[src/rtl/perceptron_core.sv]
// perceptron_core: sequencing/compute stage downstream of the weight memory.
// On start it reads all N_W Q6.9 weights over the memory port, forms the dot
// product with the latched input vector (x[0] is an implicit bias of 1.0),
// applies a step activation and, when training with a wrong answer, writes
// perceptron-rule updates back over the same port.
//
// Ports:
//   clk, rst_n          clock, asynchronous active-low reset
//   start/train/target  begin a pass; train/target/x_vec latched with start
//   x_vec               packed Q6.9 inputs, x[i] = x_vec[16*i-1 -: 16]
//   mem_ena/wr_rd/addr  weight memory control (wr_rd: 1 = write)
//   mem_wdata/mem_rdata weight memory data (read data valid one cycle later)
//   busy/done/updated   pass status; done is a one-cycle pulse
//   y/sum               activation and Q6.9 dot product, held until next pass
//
// Build option: define PERCEPTRON_SAT_EN to saturate sum and weight write-back
// to the 16-bit signed range instead of wrapping.
module perceptron_core #(
  parameter int N_W   = 3,
  parameter int LR_Q9 = 64
) (
  input  logic                  clk,
  input  logic                  rst_n,
  input  logic                  start,
  input  logic                  train,
  input  logic                  target,
  input  logic [16*(N_W-1)-1:0] x_vec,
  output logic                  mem_ena,
  output logic                  wr_rd,
  output logic [5:0]            addr,
  output logic [15:0]           mem_wdata,
  input  logic [15:0]           mem_rdata,
  output logic                  busy,
  output logic                  done,
  output logic                  y,
  output logic [15:0]           sum,
  output logic                  updated
);

  localparam logic [2:0] S_IDLE = 3'd0;
  localparam logic [2:0] S_RD   = 3'd1;
  localparam logic [2:0] S_LAST = 3'd2;
  localparam logic [2:0] S_ACT  = 3'd3;
  localparam logic [2:0] S_WR   = 3'd4;
  localparam logic [2:0] S_DONE = 3'd5;

  localparam logic [5:0] LAST_IDX = 6'(N_W - 1);
  localparam logic [8:0] LR9      = 9'(LR_Q9);

  logic [2:0]            state;
  logic [5:0]            idx;
  logic signed [37:0]    acc;
  logic signed [15:0]    wcache [N_W];
  logic [16*(N_W-1)-1:0] x_q;
  logic                  train_q;
  logic                  target_q;
  logic                  wrote;
  logic                  y_q;
  logic [15:0]           sum_q;

  // Unpacked view of the input vector with the bias term in slot 0.
  logic signed [15:0]    x_arr [N_W];

  assign x_arr[0] = 16'sd512;
  for (genvar g = 1; g < N_W; g++) begin : g_x
    assign x_arr[g] = x_q[16*g-1 -: 16];
  end

  // Accumulate path: read data lags the issued address by one cycle, so the
  // weight arriving now belongs to idx-1 (or to the last index in LAST).
  logic               acc_en;
  logic [5:0]         acc_idx;
  logic signed [31:0] prod;
  logic signed [37:0] acc_sum;

  always_comb begin
    acc_en  = ((state == S_RD) && (idx != '0)) || (state == S_LAST);
    acc_idx = (state == S_LAST) ? LAST_IDX : (idx - 6'd1);
    prod    = 32'($signed(mem_rdata)) * 32'(x_arr[acc_idx]);
    acc_sum = acc + $signed({{6{prod[31]}}, prod});
  end

  // Activation path.
  logic signed [37:0] acc_sh;
  logic [15:0]        sum_next;
  logic               y_next;

  always_comb begin
    acc_sh = acc >>> 9;
`ifdef PERCEPTRON_SAT_EN
    if (acc_sh > 38'sd32767)
      sum_next = 16'h7fff;
    else if (acc_sh < -38'sd32768)
      sum_next = 16'h8000;
    else
      sum_next = acc_sh[15:0];
`else
    sum_next = acc_sh[15:0];
`endif
    y_next = ~acc[37];
  end

  // Write-back path: err is +1 exactly when target is 1 (WR only runs on a
  // wrong answer), so target_q selects add versus subtract.
  logic signed [25:0] lr_prod;
  logic signed [25:0] lr_sh;
  logic signed [15:0] delta;
  logic signed [16:0] w_sum;
  logic [15:0]        w_new;

  always_comb begin
    lr_prod = 26'($signed({1'b0, LR9})) * 26'(x_arr[idx]);
    lr_sh   = lr_prod >>> 9;
    delta   = lr_sh[15:0];
    w_sum   = target_q ? (17'(wcache[idx]) + 17'(delta))
                       : (17'(wcache[idx]) - 17'(delta));
`ifdef PERCEPTRON_SAT_EN
    if (w_sum[16] != w_sum[15])
      w_new = w_sum[16] ? 16'h8000 : 16'h7fff;
    else
      w_new = w_sum[15:0];
`else
    w_new = w_sum[15:0];
`endif
  end

  always_ff @(posedge clk or negedge rst_n) begin
    if (!rst_n) begin
      state    <= S_IDLE;
      idx      <= '0;
      acc      <= '0;
      x_q      <= '0;
      train_q  <= 1'b0;
      target_q <= 1'b0;
      wrote    <= 1'b0;
      y_q      <= 1'b0;
      sum_q    <= '0;
      for (int unsigned i = 0; i < N_W; i++) wcache[i] <= '0;
    end else begin
      if (acc_en) begin
        acc             <= acc_sum;
        wcache[acc_idx] <= mem_rdata;
      end
      case (state)
        S_IDLE: begin
          if (start) begin
            train_q  <= train;
            target_q <= target;
            x_q      <= x_vec;
            acc      <= '0;
            idx      <= '0;
            wrote    <= 1'b0;
            state    <= S_RD;
          end
        end
        S_RD: begin
          if (idx == LAST_IDX) begin
            idx   <= '0;
            state <= S_LAST;
          end else begin
            idx <= idx + 6'd1;
          end
        end
        S_LAST: state <= S_ACT;
        S_ACT: begin
          sum_q <= sum_next;
          y_q   <= y_next;
          if (train_q && (y_next != target_q)) begin
            wrote <= 1'b1;
            state <= S_WR;
          end else begin
            state <= S_DONE;
          end
        end
        S_WR: begin
          if (idx == LAST_IDX) begin
            idx   <= '0;
            state <= S_DONE;
          end else begin
            idx <= idx + 6'd1;
          end
        end
        S_DONE:  state <= S_IDLE;
        default: state <= S_IDLE;
      endcase
    end
  end

  assign mem_ena   = (state == S_RD) || (state == S_WR);
  assign wr_rd     = (state == S_WR);
  assign addr      = mem_ena ? idx : '0;
  assign mem_wdata = (state == S_WR) ? w_new : '0;
  assign busy      = (state != S_IDLE);
  assign done      = (state == S_DONE);
  assign updated   = done & wrote;
  assign y         = y_q;
  assign sum       = sum_q;

endmodule

[config.mk]
export PLATFORM = sky130hd
export DESIGN_NAME = perceptron_core
export DESIGN_NICKNAME = d
export VERILOG_FILES = /design/src/rtl/perceptron_core.sv
export SDC_FILE = /design/constraint.sdc
export NUM_CORES = 1
export LEC_CHECK = 0
export BUFFER_PORTS_ARGS = -buffer_cell sky130_fd_sc_hd__buf_2
export CAP_MARGIN = 20
export CORE_ASPECT_RATIO = 1.25
export CORE_UTILIZATION = 60
export DETAILED_ROUTE_END_ITERATION = 8
export PLACE_DENSITY = 0.78
export SYNTH_ARGS = -nofsm -noshare
export SYNTH_HDL_FRONTEND = slang
export SYNTH_SLANG_ARGS = --single-unit
[constraint.sdc]
create_clock -name clk -period 15.8 [get_ports clk]
set_clock_uncertainty 0.15 [all_clocks]
set_input_delay 1.58 -clock clk [delete_from_list [all_inputs] [get_ports clk]]
set_output_delay 1.58 -clock clk [all_outputs]
set_load 0.02 [all_outputs]
Yosys cells after proc, flatten, opt, wreduce, memory -nomap -nowiden
Index checks and enable logic that the tools add are counted.

Bits in registers: 147. Input port bits: 53.

$add $sub $neg: 5. $mul: 1. Magnitude comparators: 3. Eq/ne operators: 11. Muxes and demuxes: 30. Bitwise operators: 4. Reductions and logical operators: 15.

Operator list (number): 2-to-1 mux 16 bit (9); 2-to-1 mux 38 bit (3); binary-select mux 16 bit (select 2 bit) (3); bitwise mux 48 bit (1); adder 38 x 32 -> 38 bit (1); demux 16 bit (select 2 bit) (1); multiplier 16 x 16 -> 32 bit (1); 2-to-1 mux 6 bit (4); adder 16 x 13 -> 16 bit (1); subtractor 16 x 13 -> 16 bit (1); case mux 3 bit (5 select lines) (1); >= comparator 7 x 3 -> 1 bit, second input constant (2); inverter 6 -> 7 bit (2); case mux 6 bit (2 select lines) (1); 2-to-1 mux 3 bit (3); less-than comparator 7 x 1 -> 1 bit, second input constant (1); adder 6 x 1 -> 6 bit, second input constant (1); equality test 3 x 2 -> 1 bit, second input constant (2); equality test 3 bit, second input constant (2); equality test 6 x 2 -> 1 bit, second input constant (1); AND reduction 3 bit (2); nonzero test 6 bit (1); subtractor 6 x 1 -> 6 bit, second input constant (1); != test 2 x 1 -> 1 bit, second input constant (2); other kinds (14) (22).

Longest topological paths before layout
Gate-level depths: netlist of run 1.

Depth after elaboration: 11. Mapped depth: 31. Gate-level depth less buffers: 26.

Worst setup path after synthesis of run 1
Ideal clock, no wire load.

Kind: reg2reg. Start: register idx[1]. End: register acc[35]. Library setup time: 0.122 ns. Data arrival time: 9.058 ns. Required time: 15.528 ns. Path slack: 6.471 ns. Cell stages (with the launch flop): 30. Clock period less this slack: 9.329 ns. Cells stage by stage: dfrtp_1 > clkbuf_1 > buf_1 > clkbuf_1 > inv_1 > ha_1 > nor3b_1 > clkbuf_1 > a22o_1 > clkbuf_1 > nand2_1 > inv_1 > fa_1 > fa_1 > fa_1 > fa_1 > fa_1 > inv_1 > fa_1 > inv_1 > ha_1 > clkbuf_1 > a21oi_1 > o21ai_0 > a21o_1 > a211o_1 > or4_4 > a21o_1 > a211o_1 > a32o_1.

Word-level cells in the longest chain between the ends: 11. Elaborated cells on any way between the ends: 14.

Ends and longest elaborated chain: start, declared (line 51) `logic [5:0] idx;`; start signal, assigned (line 161) `idx <= idx + 6'd1;`; start signal, assigned (line 180) `idx <= idx + 6'd1;`; subtractor 6 x 1 -> 6 bit (line 78) `acc_idx = (state == S_LAST) ? LAST_IDX : (idx - 6'd1);`; 2-to-1 mux 6 bit (line 78); inverter 6 -> 7 bit (not written as such) (line 79) `prod = 32'($signed(mem_rdata)) * 32'(x_arr[acc_idx]);`; binary-select mux 16 bit (select 2 bit) (line 79); 2-to-1 mux 16 bit (not written as such) (2 in series) (line 79); multiplier 16 x 16 -> 32 bit (line 79); adder 38 x 32 -> 38 bit (line 80) `acc_sum = acc + $signed({{6{prod[31]}}, prod});`; 2-to-1 mux 38 bit * (line 140) `if (acc_en) begin`; 2-to-1 mux 38 bit (line 146) `if (start) begin`; 2-to-1 mux 38 bit * (line 144) `case (state)`; end signal, assigned (line 141) `acc <= acc_sum;`; end, declared (line 52) `logic signed [37:0] acc;`.

Mark *: on every way between the ends. The rest lies on a longest branch, timed or not. The select of a mux whose other input is x is not followed. A chain may end at the register's enable or synchronous reset.

Worst setup path in the final report of run 1
Start: register idx[0]. End: register acc[35].

The elaborated chain is that of the path after synthesis.

==> flow_summary.yaml, run 1 <==
worst_setup_path:
  crit_type: "flop to flop"
  r2r_slack_ps: 6140
  critPathRequiredTime_ps: 15990
  crit_end: "acc[35]"
  crit_slowest_cell: "dfrtp_1"
  reg2reg_to: "acc[35]"
  crit_path_start_kind: "flop"
  reg2regPathDepth: 23
  crit_path_end_kind: "flop"
  max_stage_delay_ps: 880
  crit_top_cell: "fa_1"
  worstPathArrival_ps: 9850
  rr_startpoint: "idx[0]"
  path_cells: "inv_1 > ha_1 > nor3b_2 > a22o_1 > nand2_1 > inv_1 > fa_1 > fa_1 > fa_1 > fa_1 > fa_1 > inv_1 > fa_1 > inv_1 > ha_1 > a21oi_1 > o21ai_0 > a21o_1 > a211o_1 > or4_4 > a21o_1 > a211o_1 > a32o_1"
  cp_max_fo: 27
  cp-startpoint: "idx[0]"
timing:
  fmax_ghz: 0.104
  period_minus_slack_ps: 9660
  rsz0062_at_grt: "no"
  relSlewSlack_pct: 34.0
  setup_viol: 0
  final_max_slew_viol_count: 0
  period_share_pct: 61.1
  fin_setup_tns_ps: 0
  hold_viol: 0
  timing.hold.ws_ps: 327
  worst_pin_slew_ps: 986
logic_synthesis:
  synth_ff_type: "dfrtp_1"
  synth-simple-area-share_pct: 14.7
  yosysUniqueCellTypes: 67
  async_reset_ff_share_pct: 100
  syn_nets: 2601
  syn-cell-area_um2: 19500
  yosys.area.top_type_share_pct: 33.1
  synthAdderAreaFrac_pct: 41.5
  synth-compound-area-share_pct: 8.39
  synth.largest_area_cell: "fa_1"
  syn_avg_cell_area_um2: 9.32
  synth_edf_count: 0
  synth-xor-area-share_pct: 2.60
  postSynthCellCount: 2095
  synth.area.top_cells: "fa_1 33%, dfrtp_1 19%, ha_1 8.3%"
  synth-seq-cells: 147
  yosysSeqAreaShare_pct: 18.8
  synthMuxAreaShare_pct: 4.71
  synth_top_family_by_area: "adder cells"
  synth_warnings: 0
run:
  drv_cap: 0
global_route:
  grt_use_total_pct: 30.6
  grt_max_degree: 96
  grt-ovfl-total: 0
  grt_antenna_before_repair: 0
  grt_pass1_wl_mm: 79.5
  grt_pass1_vias: 15700
finish:
  area_growth_pct: 6.86
  num_antenna_cells: 0
  drive_above_1_share_pct: 10.4
  nets: 2631
  final_util_pct: 65.4
  n_fill_cell: 2509
  fin_cells: 2550
clock_tree:
  h-tree-depth: 4
  clkLatencyLatePin_ps: 450
  cts_hold_buf: 0
  postCtsSetupRepairBufs: 0
  ctsResizeCount: 0
  numCtsBuffers: 17
  path_clk_slew_ps: 70
  cts.sinks: 147
  cts-root-buf: "clkbuf_16"
  max-clock-path-buffers: 2
  cts_tree: "built"
drt:
  drtIter0Drc: 1066
  drc_errors: 0
  post_drt_via_cell_ratio: 5.72
  ant_nets: 0
  num_vias: 14600
  drt_wl_total_mm: 47.0
  first_pass_iters: 7
  routedWlPerCell_um: 18.4
hold_path:
  hold_path.class: "flop to flop"
floorplanning:
  die_area_um2: 33300
  core_um2: 31900
  initial_utilization_pct: 61.2
  io_pins: 97
  die_h_um: 204
  num_rows: 73
  die_w_um: 163
placement:
  gp_congestion: 0.941
  dpl.hpwl_mm: 36.9
  portBuffers: 96
  dpl.cell_count: 2516
outcome:
  outcome: "complete, no violations"
## metal layers
layer	GRT usage, %	routed length [um]	part of all wire, %
met1	38.4	18500	39
met5	0	0	0
met3	4.62	2720	5.8
met2	53.6	24500	52
met4	10.7	1360	2.9
## kinds of logic (layout without fill, tap and decap cells)
group / after synthesis / in the layout
buffers and inverters: 480 / 523
adders and majority gates: 453 / 453
and+or+nand+nor: 626 / 626
muxes: 84 / 84
AOI/OAI and AO/OA: 247 / 247
DFF: 147 / 147
xor gates and xnor gates: 58 / 58
## flip-flops by register name, summed over array words and instances (netlist names)
signal / count
wcache: 48
acc: 38
x_q: 32
sum: 16
idx: 6
state: 3
target_q: 1
train_q: 1
wrote: 1
y: 1
## synth_stat cells, types with 3 or more instances
cell type,count
a211oi_1,12
a21o_1,15
a21oi_1,65
a22o_1,21
a22oi_1,11
a311o_1,3
a31oi_1,14
and2_1,121
and3_1,6
and4_1,3
buf_1,22
clkbuf_1,75
dfrtp_1,147
fa_1,323
ha_1,130
inv_1,382
mux2_2,63
mux2i_1,21
nand2_1,319
nand2b_1,6
nand3_1,25
nand4_1,7
nor2_1,84
nor2b_1,6
nor3_1,26
nor4_1,3
o211ai_1,4
o21a_1,6
o21ai_0,56
o21bai_1,7
o31a_1,3
o41ai_1,3
or2_2,3
or3_1,4
xnor2_1,43
xor2_1,15
## how the worst min path moves through the flow
| stage | startpoint | endpoint | slack (ps) | cells past startpoint |
|---|---|---|---|---|
| finish | y | y | 330 | 2 |
| global route | y | y | 350 | 2 |
| floorplan | wrote | wrote | 290 | 2 |
| detailed placement | x_q[17] | x_q[17] | 320 | 2 |
| CTS | x_q[17] | x_q[17] | 330 | 2 |
| global placement | x_q[16] | x_q[16] | 310 | 2 |
## critical path: cells and delay by family, from the launching register on
family	cells	cell delay [ps]
buf+inv	4	490
fa+ha+maj	8	4220
compound gates	8	2190
flops	1	880
simple gates	3	1600
## cell usage in the layout, fill, tap and decap left out, types with 7 or more instances in the layout
cell	synthesis	layout
a211oi_1	12	12
a21o_1	15	15
a21oi_1	65	65
a22o_1	21	21
a22oi_1	11	11
a31oi_1	14	14
and2_1	121	120
buf_2	1	95
buf_4	0	11
clkbuf_16	0	17
dfrtp_1	147	147
fa_1	323	323
ha_1	130	130
inv_1	382	382
mux2_2	63	63
mux2i_1	21	21
nand2_1	319	319
nand3_1	25	25
nand4_1	7	7
nor2_1	84	83
nor3_1	26	26
o21ai_0	56	56
o21bai_1	7	7
xnor2_1	43	43
xor2_1	15	15
## final cells by class
cell class | count | area, um2 | area share, %
multi-input combinational | 1468 | 14100 | 67.4
sequential | 147 | 3680 | 17.6
clock inverter | 14 | 119 | 0.570
timing repair buffer | 109 | 612 | 2.93
clock buffer | 18 | 439 | 2.11
inverter | 382 | 1430 | 6.87
tap | 412 | 515 | 2.47
## through the flow
stage,worst slack [ps],area (um2)
after detailed placement,6350,20300
after global routing,5660,20900
after CTS,6270,20800
final,6140,20900
after floorplan,6470,19500
after global placement,6520,20300
Power of run 1 is left out: the tool's default activity adds up to more than one toggle a clock period on the data nets, which glitch-free logic cannot reach.
==> run 2, diff against run 1 <==
Clock period 15.8 ns to 9.4 ns, I/O delays scaled along.
==> run 2 against run 1 <==
Net effect:
- design area increased by 0.31%
- die area unchanged
- critical path depth unchanged
- wire length rose by 1.2%
- core utilization increased by 0.20 points
- register-to-register slack got worse by 5600 ps
==> flow_summary.yaml, run 2 (synthesized netlist as in run 1, its figures left out) <==
timing:
  fmax_ghz: 0.113
  hold_viol: 0
  fin_setup_tns_ps: 0
  worst_pin_slew_ps: 1120
  final_max_slew_viol_count: 0
  rsz0062_at_grt: "no"
  setup_viol: 0
  relSlewSlack_pct: 24.9
  period_minus_slack_ps: 8840
  period_share_pct: 94.1
clock_tree:
  ctsResizeCount: 0
  cts_hold_buf: 0
  postCtsSetupRepairBufs: 0
  clkLatencyLatePin_ps: 460
  cts.sinks: 147
  path_clk_slew_ps: 90
  numCtsBuffers: 17
  h-tree-depth: 4
  cts_tree: "built"
  cts-root-buf: "clkbuf_16"
  max-clock-path-buffers: 2
finish:
  top_regs: "wcache (48), acc (38), x_q (32)"
  n_fill_cell: 2551
  largest_register_ffs: 48
  mostFrequentLayoutCell: "inv_1"
  mostFrequentLayoutCells: "382 x inv_1, 323 x fa_1, 319 x nand2_1, 147 x dfrtp_1, 130 x ha_1"
  drive_above_1_share_pct: 10.5
  nets: 2634
  num_antenna_cells: 0
  regMostFlops: "wcache"
  multi_input_area_um2: 14100
  regArea_um2: 3680
  area_growth_pct: 7.19
floorplanning:
  die_w_um: 163
  die_area_um2: 33300
  num_rows: 73
  initial_utilization_pct: 61.2
  core_um2: 31900
  die_h_um: 204
  io_pins: 97
hold_path:
  min_from: "train_q"
  hold_depth: 2
  whs_endpoint: "train_q"
  hold_path.class: "flop to flop"
outcome:
  outcome: "complete, no violations"
worst_setup_path:
  crit_top_cell: "fa_1"
  worstPathArrival_ps: 9050
  reg2regPathDepth: 23
  rr_startpoint: "state[1]"
  max_stage_delay_ps: 880
  crit_family: "adder cells"
  crit_path_end_kind: "flop"
  cp_max_fo: 16
  reg2reg_to: "acc[35]"
  crit_slowest_cell: "fa_1"
  critPathRequiredTime_ps: 9600
  path_cells: "nor3b_1 > o21bai_1 > buf_6 > a22o_1 > nand2_1 > inv_1 > fa_1 > fa_1 > fa_1 > fa_1 > fa_1 > inv_1 > fa_1 > inv_1 > ha_1 > a21oi_1 > o21ai_0 > a21o_1 > a211o_1 > or4_4 > a21o_1 > a211o_1 > a32o_1"
  crit_path_start_kind: "flop"
  path_buf_inv: 4
  r2r_slack_ps: 560
  crit_type: "flop to flop"
drt:
  num_vias: 14600
  ant_nets: 0
  first_pass_iters: 5
  routedWlPerCell_um: 18.6
  drc_errors: 0
  post_drt_via_cell_ratio: 5.73
  drt_wl_total_mm: 47.6
  drtIter0Drc: 1064
global_route:
  grt_use_total_pct: 31.0
  grt_pass1_wl_mm: 80.0
  grt_pass1_vias: 15700
  grt-ovfl-total: 0
  grt_max_degree: 90
  grt_antenna_before_repair: 0
placement:
  gp_congestion: 0.959
  dpl.hpwl_mm: 37.4
  portBuffers: 96
run:
  drv_cap: 0
## run 2: metal layers
metal / vias up / track usage (%) / share of wire (%)
met4: 0 / 11.8 / 3.0
li1: 6614 / - / -
met5: - / 0 / 0
met3: 105 / 4.51 / 5.8
met1: 7371 / 39.1 / 40
met2: 536 / 53.7 / 51
## run 2: worst max path at each step
| stage | startpoint | slack [ps] | cells past startpoint | end |
|---|---|---|---|---|
| 2_1_floorplan | idx[1] | 70 | 29 | acc[35] |
| 3_3_place_gp | idx[0] | 630 | 23 | acc[35] |
| 3_5_place_dp | state[1] | 650 | 23 | acc[35] |
| 4_1_cts | state[1] | 590 | 23 | acc[35] |
| 5_1_grt | state[1] | 160 | 23 | acc[35] |
| 6_report | state[1] | 560 | 23 | acc[35] |
## run 2: worst register-to-register path, delay by kind of cell, from the launching register on
| kind | cells | cell delay, ps |
|---|---|---|
| fa+ha+maj | 7 | 3830 |
| compound gates | 9 | 2460 |
| simple gates | 3 | 1330 |
| flops | 1 | 570 |
| buf+inv | 4 | 440 |
## run 2: layout make-up
cell class                      instances  share of cell area [%]
Sequential cell                       147                    17.6
Timing Repair Buffer                  112                    3.05
Clock inverter                         15                   0.813
Inverter                              382                    6.85
Clock buffer                           17                    2.03
Multi-Input combinational cell       1468                    67.2
Tap cell                              412                    2.46
## run 2: stage by stage
step	worst slack [ps]	utilization, %	std cells	cell area (um2)	hold WS [ps]
after floorplan	70.5	-	2095	19500	292
after global placement	631	63.6	2518	20300	308
after detailed placement	646	63.6	2519	20300	322
after CTS	586	65.5	2551	20900	337
after global routing	162	65.6	2553	20900	368
final	556	65.6	2553	20900	330
Power of run 2 is left out for the same reason.
